===== src/rtl/tdm_demux.sv =====
// Purpose : time-division demultiplexer; splits an N_CH-slot serial stream
//           (SYNC marks channel 0) into registered parallel frames.
// Latency : 1 register stage; DOUT/FRAME_VALID update on the edge that samples the last slot.
// Backpr. : none; EN is a sample strobe and every EN=1 sample is consumed or discarded.
// Ports   : CLK/RST (async, active-high), EN/DIN/SYNC serial input,
//           DOUT/FRAME_VALID frame output, SEL/LOCKED/SYNC_ERR alignment status.
module tdm_demux #(
   parameter int W    = 1,
   parameter int N_CH = 4,
   parameter int SELW = 2
) (
   input  logic                CLK,
   input  logic                RST,
   input  logic                EN,
   input  logic [W-1:0]        DIN,
   input  logic                SYNC,
   output logic [N_CH*W-1:0]   DOUT,
   output logic                FRAME_VALID,
   output logic [SELW-1:0]     SEL,
   output logic                LOCKED,
   output logic                SYNC_ERR
);

   localparam logic [0:0] ST_HUNT = 1'b0;
   localparam logic [0:0] ST_LOCK = 1'b1;

   localparam logic [SELW-1:0] SEL_FIRST = '0;
   localparam logic [SELW-1:0] SEL_ONE   = SELW'(1);
   localparam logic [SELW-1:0] SEL_LAST  = SELW'(N_CH - 1);

   logic [0:0]              state_q;
   logic [SELW-1:0]         sel_q;
   // Channels 0..N_CH-2 only; the last channel goes straight from DIN into
   // DOUT so a frame is published atomically on its final slot.
   logic [(N_CH-1)*W-1:0]   shadow_q;
   logic [N_CH*W-1:0]       dout_q;
   logic                    frame_valid_q;
   logic                    sync_err_q;
   logic                    locked_q;

   always_ff @(posedge CLK or posedge RST) begin
      if (RST) begin
         state_q       <= ST_HUNT;
         sel_q         <= SEL_FIRST;
         shadow_q      <= '0;
         dout_q        <= '0;
         frame_valid_q <= 1'b0;
         sync_err_q    <= 1'b0;
         locked_q      <= 1'b0;
      end else begin
         // Status pulses last exactly one cycle.
         frame_valid_q <= 1'b0;
         sync_err_q    <= 1'b0;
         if (EN) begin
            case (state_q)
               ST_HUNT: begin
                  if (SYNC) begin
                     shadow_q[W-1:0] <= DIN;
                     sel_q           <= SEL_ONE;
                     state_q         <= ST_LOCK;
                     locked_q        <= 1'b1;
                  end
               end
               ST_LOCK: begin
                  if (sel_q == SEL_FIRST) begin
                     if (SYNC) begin
                        shadow_q[W-1:0] <= DIN;
                        sel_q           <= SEL_ONE;
                     end else begin
                        // Marker missing where expected: alignment lost.
                        sync_err_q <= 1'b1;
                        state_q    <= ST_HUNT;
                        locked_q   <= 1'b0;
                        sel_q      <= SEL_FIRST;
                     end
                  end else if (SYNC) begin
                     // Early marker: drop the partial frame and restart on
                     // this sample as channel 0, staying locked.
                     sync_err_q      <= 1'b1;
                     shadow_q[W-1:0] <= DIN;
                     sel_q           <= SEL_ONE;
                  end else if (sel_q == SEL_LAST) begin
                     dout_q        <= {DIN, shadow_q};
                     frame_valid_q <= 1'b1;
                     sel_q         <= SEL_FIRST;
                  end else begin
                     for (int k = 1; k < N_CH - 1; k++) begin
                        if (sel_q == SELW'(k)) begin
                           shadow_q[k*W +: W] <= DIN;
                        end
                     end
                     sel_q <= sel_q + SEL_ONE;
                  end
               end
               default: begin
                  state_q  <= ST_HUNT;
                  sel_q    <= SEL_FIRST;
                  locked_q <= 1'b0;
               end
            endcase
         end
      end
   end

   assign DOUT        = dout_q;
   assign FRAME_VALID = frame_valid_q;
   assign SEL         = sel_q;
   assign LOCKED      = locked_q;
   assign SYNC_ERR    = sync_err_q;

endmodule


===== config.mk =====
export PLATFORM = sky130hd
export DESIGN_NAME = tdm_demux
export DESIGN_NICKNAME = d
export VERILOG_FILES = /design/src/rtl/tdm_demux.sv
export SDC_FILE = /design/constraint.sdc
export NUM_CORES = 1
export LEC_CHECK = 0
export ABC_AREA = 1
export BUFFER_PORTS_ARGS = -buffer_cell sky130_fd_sc_hd__buf_2
export CAP_MARGIN = 20
export CORE_MARGIN = 2
export CORE_UTILIZATION = 50
export DETAILED_ROUTE_END_ITERATION = 6
export PLACE_DENSITY = 0.76
export SYNTH_ARGS = -nofsm -noshare
export SYNTH_HDL_FRONTEND = slang
export SYNTH_SLANG_ARGS = --single-unit

===== constraint.sdc =====
create_clock -name CLK -period 1.9 [get_ports CLK]
set_clock_uncertainty 0.15 [all_clocks]
set_input_delay 0.095 -clock CLK [delete_from_list [all_inputs] [get_ports CLK]]
set_output_delay 0.095 -clock CLK [all_outputs]
set_load 0.05 [all_outputs]

Word-level counts from Yosys, hierarchy flattened. Cells that the tools add are included.

Add/sub/neg operators: 1. $mul: 0. Divide/modulo/power cells: 0. $lt $le $gt $ge: 0. Equal/unequal tests: 6. Shift-type cells: 0. Muxes and demuxes: 23. Bitwise gates (word level): 4. Reductions and logical operators: 7.

Operators by type and width (count): 2-to-1 mux 1 bit (16); AND reduction 6 bit (2); 2-to-1 mux 2 bit (4); AND reduction 5 bit (1); == test 2 bit, second input constant (2); inequality test 2 bit, second input constant (2); inverter 1 bit (4); one-hot mux 1 bit (2 select lines) (2); one-hot mux 2 bit (2 select lines) (1); AND reduction 2 bit (2); AND reduction 4 bit (1); adder 2 x 1 -> 2 bit, second input constant (1); == test 2 x 1 -> 1 bit, second input constant (1); logical NOT 2 bit (1); inequality test 2 x 1 -> 1 bit, second input constant (1).

Bits in registers: 13. Bits in latches: 0. Memory bits (writable): 0. Bits in read-only memories: 0. Input port bits: 5. Output and inout port bits: 9. Logic and storage cells: 50. Memories kept: 0.

Longest topological paths before layout. Gate-level depths: netlist of run 1.

Depth in word-level cells: 6. Gate-level depth with buffers: 7. Gate-level depth less buffers: 7.

Worst setup path after synthesis of run 1. Ideal clock, no wire load.

Path type: reg-to-reg. Start point: register sel_q[0] (netlist: SEL[0]). End point: register shadow_q[1]. Library setup time: 0.117 ns. Arrival: 1.534 ns. Required time: 1.633 ns. Slack: 0.099 ns. Stages on the path, launching flop included: 8. Buffers on the path: 0. Clock period less this slack: 1.801 ns. Cell sequence: dfrtp_1 > inv_1 > ha_1 > inv_1 > nor2_1 > nand3_1 > nand2_1 > nand2_1.

Word-level cells in the longest chain between the ends: 3. Elaborated cells between the ends (all ways): 6. Classes of those cells: eq/ne: 2; bitwise: 2; reduce/logical: 2.

Ends and longest elaborated chain: start, declared (RTL line 32) `logic [SELW-1:0] sel_q;`; start signal, assigned (RTL line 92) `sel_q <= sel_q + SEL_ONE;`; == test 2 bit or logical NOT 2 bit (tied branches) (RTL line 82, 65); inverter 1 bit (no source line); AND reduction 6 bit (no source line) (*); end signal, assigned by index (RTL line 67) `shadow_q[W-1:0] <= DIN;`; end signal, assigned by index (RTL line 80) `shadow_q[W-1:0] <= DIN;`; end signal, assigned by index (RTL line 89) `shadow_q[k*W +: W] <= DIN;`; end, declared (RTL line 35) `logic [(N_CH-1)*W-1:0] shadow_q;`.

Every way passes the cells marked *; elsewhere a longest branch is shown, timed or not. A chain may end at the register's enable or synchronous reset.

Worst setup path in the final report of run 1.
Start point: register sel_q[0] (netlist: SEL[0]). End point: register shadow_q[2].

The elaborated chain is that of the path after synthesis.

==> flow_summary.json, run 1 <==
{
  "layout_common_cells": "24 x nand2_1, 13 x dfrtp_1, 13 x buf_2",
  "cts.repair.resized": 0,
  "min_period_ns": 1.599,
  "fp.dieW_um": 40.07,
  "drc_errors": 0,
  "cp.required_ns": 1.92,
  "avgViaCountPerCell": 4.853,
  "setup_viol": 0,
  "max_freq_mhz": 625.4,
  "place_area_sq_um": 733.2,
  "relSlewSlack_pct": 68.22,
  "whs_path_depth": 3,
  "clkTransAtPathRegs_ns": 0.08,
  "fillers": 107,
  "r2r_end": "shadow_q[2]",
  "worstMarginPinSlew_ns": 0.4761,
  "syn-mean-instance-area_sq_um": 8.792,
  "ff_latch_area_sq_um": 325.3,
  "hold_viol_final": 0,
  "cp-start-kind": "flip-flop",
  "cts_setup_buffers": 0,
  "wirelength_met1_um": 536,
  "grt_start_max_net_pins": 14,
  "r2r_cells": 7,
  "critPathKind": "flip-flop to flip-flop",
  "slew_violations": 0,
  "io_pins": 14,
  "io_buffers": 13,
  "ff2ff_setup_slack_ns": 0.30,
  "vias": 529,
  "ir_worst_vdd_uv": 1090,
  "ant_nets": 0,
  "drt_iter0_drc": 4,
  "arrival_ns": 1.62,
  "clock_latency_ns": 0.27,
  "cts_tree": "built",
  "numCtsBuffers": 3,
  "max_stage_delay_ns": 0.44,
  "nets": 107,
  "grt_setup_unrepaired": "false",
  "slowest_stage": "dfrtp_1",
  "cts_root_buf": "clkbuf_4",
  "p_per_area_nw_per_um2": 1564,
  "h-tree-depth": 1,
  "antenna_found_initial": 0,
  "firstDrtPassIters": 2,
  "grt_pass1_wl_um": 2180,
  "fp-row-count": 12,
  "overflow": 0,
  "post-dp-hpwl_um": 892.7,
  "crit_start": "SEL[0]",
  "stdcell_area_sq_um": 800.8,
  "drv_cap": 0,
  "p_leak_uw": 0.0004835,
  "synth.yosys.seq_area_share_pct": 50.00,
  "place_congestion": 0.8820,
  "multi_input_area_sq_um": 287.8,
  "hold-path-endpoint": "SEL[0]",
  "dieArea_sq_um": 1606,
  "syn_area_sq_um": 650.6,
  "initial_utilization_pct": 56.28,
  "wl_um": 1238,
  "clockBufferDepth": 2,
  "highest_layer": "met4",
  "worstSetupEndpointType": "flip-flop",
  "n_antenna_cell": 0,
  "syn_to_final_growth_pct": 23.08,
  "post_drt_wl_per_cell_um": 11.36,
  "groute.usage.overall_pct": 21.40,
  "fin_tns_setup_ns": 0,
  "ys.warnings.count": 0,
  "layout_commonest_cell": "nand2_1",
  "cp_cell_sequence": "inv_1 -> ha_1 -> inv_1 -> nor2_1 -> nand3_1 -> nand2_1 -> nand2_1",
  "dp_cells": 101,
  "syn_nets": 85,
  "drive_above_1_share_pct": 23.16,
  "instances_no_fill": 109,
  "die_h_um": 40.07,
  "fp.coreArea_sq_um": 1156,
  "min_from": "SYNC",
  "postCtsHoldBufs": 4,
  "clkSinkCount": 13,
  "grt_pass1_vias": 535,
  "synth.ff_latch_count": 13,
  "reg2reg_from": "SEL[0]",
  "wl_met2_um": 610,
  "fin_crit_sh_pct": 84.16,
  "syn_inst": 74,
  "cp_max_fo": 6,
  "min_path_type": "input port to flip-flop",
  "status": "finished, final reports clean",
  "synth_cell_types": 13,
  "wl_met3_um": 53
}
-- cell families after synthesis --
| family | after synthesis | synth area share [%] |
|---|---|---|
| AO/OA/AOI/OAI | 2 | 1.539 |
| flip-flops | 13 | 50.00 |
| adder cells (fa/ha/maj) | 6 | 11.54 |
| buffers and inverters | 10 | 5.770 |
| AND/OR/NAND/NOR | 43 | 31.15 |
-- layer usage --
metal  up-vias  GRT usage, %
li1        273             -
met1       237         23.00
met2        15         36.29
met3         4         6.111
met4         0         13.79
met5         -             0
-- final cells by class --
type	instances	area share [%]
sequential	13	40.63
multi-input combinational	51	35.94
timing repair buffer	17	13.13
inverter	10	4.688
clock buffer	3	2.812
tap	14	2.188
clock inverter	1	0.6250
-- worst max-delay path by stage --
stage,end,depth (start not counted),slack (ns)
after floorplan,shadow_q[1],7,0.1
after global placement,shadow_q[1],7,0.41
after detailed placement,shadow_q[2],7,0.36
after CTS,shadow_q[2],7,0.30
after global routing,shadow_q[2],7,0.18
final,shadow_q[2],7,0.30
-- cells in the mapped netlist --
| cell | number | share of area (%) |
|---|---|---|
| nand2_1 | 24 | 14 |
| inv_1 | 10 | 5.8 |
| nand3_1 | 9 | 6.9 |
| o21ai_0 | 2 | 1.5 |
| ha_1 | 6 | 12 |
| nand2_4 | 1 | 1.7 |
| nand4_1 | 2 | 1.9 |
| dfrtp_1 | 13 | 50 |
| nor2_4 | 1 | 1.7 |
| or2_1 | 1 | 0.96 |
| nand2_2 | 2 | 1.9 |
| nor2_1 | 2 | 1.2 |
| nor2_2 | 1 | 0.96 |
-- critical path: cells and delay by family, from the launching register on --
family | cells | cell delay [ns]
DFF | 1 | 0.44
buffers and inverters | 2 | 0.15
adders and majority gates | 1 | 0.29
and+or+nand+nor | 4 | 0.46
-- where the power goes --
part	switching [uW]	leakage [uW]	internal, uW
clock network	89.7	0.0000177	77.9
registers	70.2	0.000167	372
logic	477	0.000299	166
total	637	0.000483	616
-- per-stage QoR --
step / setup slack [ns] / total power (uW) / hold WS [ns] / util, %
floorplan: 0.09919 / 935.0 / -0.1780 / -
global placement: 0.4138 / 1066 / -0.02187 / 63.42
detailed placement: 0.3637 / 1077 / -0.01608 / 63.42
CTS: 0.3041 / 1262 / 0.01507 / 69.26
global route: 0.1810 / 1358 / 0.03666 / 69.26
finish: 0.3009 / 1252 / 0.01822 / 69.26
-- flip-flops by register name, summed over array words and instances (netlist names) --
register,count
DOUT,4
shadow_q,3
SEL,2
FRAME_VALID,1
LOCKED,1
SYNC_ERR,1
state_q,1
Power figures use the tool's default switching activity.
==> run 2, diff against run 1 <==
==> config.mk (replaced) <==
export PLATFORM = sky130hd
export DESIGN_NAME = tdm_demux
export DESIGN_NICKNAME = d
export VERILOG_FILES = /design/src/rtl/tdm_demux.sv
export SDC_FILE = /design/constraint.sdc
export NUM_CORES = 1
export LEC_CHECK = 0
export ABC_AREA = 0
export BUFFER_PORTS_ARGS = -buffer_cell sky130_fd_sc_hd__buf_2
export CAP_MARGIN = 20
export CORE_MARGIN = 2
export CORE_UTILIZATION = 45
export DETAILED_ROUTE_END_ITERATION = 6
export PLACE_DENSITY = 0.73
export SYNTH_ARGS = -nofsm -noshare
export SYNTH_HDL_FRONTEND = slang
export SYNTH_SLANG_ARGS = --single-unit
==> constraint.sdc (replaced) <==
create_clock -name CLK -period 1.43 [get_ports CLK]
set_clock_uncertainty 0.15 [all_clocks]
set_input_delay 0.0715 -clock CLK [delete_from_list [all_inputs] [get_ports CLK]]
set_output_delay 0.0715 -clock CLK [all_outputs]
set_load 0.05 [all_outputs]
==> flow_summary.json, run 2 <==
{
  "wl_um": 1166,
  "ff2ff_setup_slack_ns": -0.20,
  "setup_ws_ns": -0.1996,
  "drc_errors": 0,
  "syn_area_sq_um": 634.4,
  "p_leak_uw": 0.0004535,
  "dp_slack_ns": -0.2439,
  "antenna_found_initial": 0,
  "n_antenna_cell": 0,
  "ant_nets": 0,
  "switching_share_pct": 43.31,
  "overflow": 0,
  "cp_cell_sequence": "inv_4 -> ha_4 -> nor4b_4 -> buf_6 -> mux2_4",
  "violations": "hold timing, setup timing",
  "yosysTopAreaCellShare_pct": 51.28,
  "io_buffers": 13,
  "timing.hold.ws_ns": -0.01118,
  "synth_top_area_cell": "dfrtp_1",
  "dieArea_sq_um": 1726,
  "layout_commonest_cell": "buf_2",
  "cp_max_fo": 5,
  "cts_root_buf": "clkbuf_4",
  "multi_input_area_sq_um": 302.8,
  "synth_cell_types": 17,
  "syn_inst": 53,
  "ir_worst_vdd_uv": 1191,
  "synth.most_common_cell": "dfrtp_1",
  "avgViaCountPerCell": 4.802,
  "syn-mean-instance-area_sq_um": 11.97,
  "die_h_um": 41.55,
  "cp.required_ns": 1.44,
  "slew_violations": 0,
  "min_period_ns": 1.630,
  "groute.usage.overall_pct": 17.25,
  "slowest_stage": "dfrtp_2",
  "min_from": "SYNC",
  "drt_iter0_drc": 0,
  "initial_utilization_pct": 48.75,
  "clockBufferDepth": 2,
  "min_path_type": "input port to flip-flop",
  "combPwrFrac_pct": 54.9,
  "clkSinkCount": 13,
  "clkTransAtPathRegs_ns": 0.07,
  "r2r_end": "DOUT[3]",
  "ff_latch_area_sq_um": 327.8,
  "ys.warnings.count": 0,
  "postCtsHoldBufs": 2,
  "numCtsBuffers": 3,
  "synth.area.top_cells": "dfrtp_1 51%, mux2_2 12%, ha_1 12%",
  "synth_top_cells_by_count": "13 x dfrtp_1, 7 x mux2_2, 6 x ha_1, 6 x inv_1, 5 x nand2_1",
  "setup_viol": 7,
  "cp-start-kind": "flip-flop",
  "vias": 461,
  "synth_edf_count": 0,
  "fp.coreArea_sq_um": 1301,
  "arrival_ns": 1.64,
  "fillers": 111,
  "firstDrtPassIters": 1,
  "dp_cells": 89,
  "h-tree-depth": 1,
  "nets": 93,
  "synth.yosys.seq_area_share_pct": 51.28,
  "yosys_most_used_dff": "dfrtp_1",
  "grt_start_max_net_pins": 14,
  "status": "finished with violations",
  "post-dp-hpwl_um": 923.9,
  "fin_util_pct": 67.02,
  "max_freq_mhz": 613.6,
  "fp.dieW_um": 41.55,
  "whs_path_depth": 3,
  "layout_common_cells": "13 x buf_2, 11 x dfrtp_1, 10 x buf_4",
  "io_pins": 14,
  "syn_nets": 64,
  "instances_no_fill": 96,
  "reg2reg_from": "SEL[0]",
  "pwr-share-clk_pct": 12.2,
  "critPathKind": "flip-flop to flip-flop",
  "worstMarginPinSlew_ns": 0.4868,
  "max_stage_delay_ns": 0.41,
  "intPower_uw": 997.9,
  "fp-row-count": 13,
  "post_drt_wl_per_cell_um": 12.15,
  "grt_pass1_vias": 485,
  "cts_tree": "built",
  "worstSetupEndpointType": "flip-flop",
  "pwr-share-seq_pct": 32.9,
  "p_per_area_nw_per_um2": 2019,
  "hold_viol_final": 1,
  "p_switching_uw": 762.4,
  "fin_crit_sh_pct": 114.0,
  "place_congestion": 0.7867,
  "relSlewSlack_pct": 67.51,
  "largest_register_ffs": 4,
  "syn_to_final_growth_pct": 37.48,
  "drv_cap": 0,
  "grt_pass1_wl_um": 2214,
  "r2r_cells": 5,
  "fin_tns_setup_ns": -1.270,
  "synth_async_sr_flop_share_pct": 100.0,
  "synth.ff_latch_count": 13,
  "hold-path-endpoint": "FRAME_VALID",
  "grt_setup_unrepaired": "true",
  "clock_latency_ns": 0.27,
  "drive_above_1_share_pct": 50.62
}
-- run 2: metal layers --
| layer | up-vias | track usage (%) | routed length [um] |
|---|---|---|---|
| li1 | 236 | - | - |
| met1 | 213 | 19.44 | 503 |
| met2 | 12 | 30.31 | 588 |
| met3 | 0 | 8.261 | 75 |
| met4 | 0 | 1.935 | 0 |
| met5 | - | 0 | 0 |
-- run 2: power by group through the flow --
stage | clock network, uW | logic (uW) | registers, uW
6_report | 215 | 967 | 578
4_1_cts | 227 | 932 | 575
3_3_place_gp | 0 | 901 | 569
3_5_place_dp | 0 | 918 | 583
5_1_grt | 252 | 1050 | 597
2_1_floorplan | 0 | 319 | 877
-- run 2: cells by family (layout without fill, tap and decap cells) --
family | count (synthesis) | in the layout | synth area share [%]
buffers and inverters | 8 | 36 | 5.325
adders and majority gates | 6 | 6 | 11.83
muxes | 7 | 7 | 12.43
AOI/OAI and AO/OA | 8 | 8 | 7.496
and+or+nand+nor | 11 | 11 | 11.64
DFF | 13 | 13 | 51.28
-- run 2: area by class of cell --
cell class	instances	area share [%]
Clock buffer	4	3.013
Tap cell	15	2.152
Sequential cell	13	37.59
Inverter	6	2.869
Multi-Input combinational cell	32	34.72
Timing Repair Buffer	26	19.66
-- run 2: repair_timing --
item,4_1_cts,5_1_grt
buffers inserted,0,1
endpoints found under the setup margin,7,7
pin swaps,2,3
hold endpoints to repair,18,1
gates resized for setup,1,6
-- run 2: critical path: cells and delay by family, from the launching register on --
family | cells | cell delay [ns]
DFF | 1 | 0.41
and+or+nand+nor | 1 | 0.27
adders and majority gates | 1 | 0.16
muxes | 1 | 0.30
buffers and inverters | 2 | 0.21
-- run 2: stage by stage --
| stage | cell area (sq um) | power (uW) |
|---|---|---|
| floorplan | 649.4 | 1196 |
| CTS | 847.1 | 1735 |
| global placement | 797.0 | 1470 |
| finish | 872.1 | 1760 |
| global route | 872.1 | 1895 |
| detailed placement | 797.0 | 1500 |
-- run 2: worst max-delay path by stage --
stage | start | to | slack (ns) | depth (start not counted)
4_1_cts | SEL[0] | shadow_q[2] | -0.22 | 5
3_5_place_dp | SEL[0] | shadow_q[2] | -0.24 | 5
6_report | SEL[0] | DOUT[3] | -0.20 | 5
3_3_place_gp | SEL[0] | shadow_q[2] | -0.18 | 5
5_1_grt | SEL[0] | DOUT[3] | -0.27 | 5
2_1_floorplan | SEL[0] | DOUT[3] | -0.39 | 4
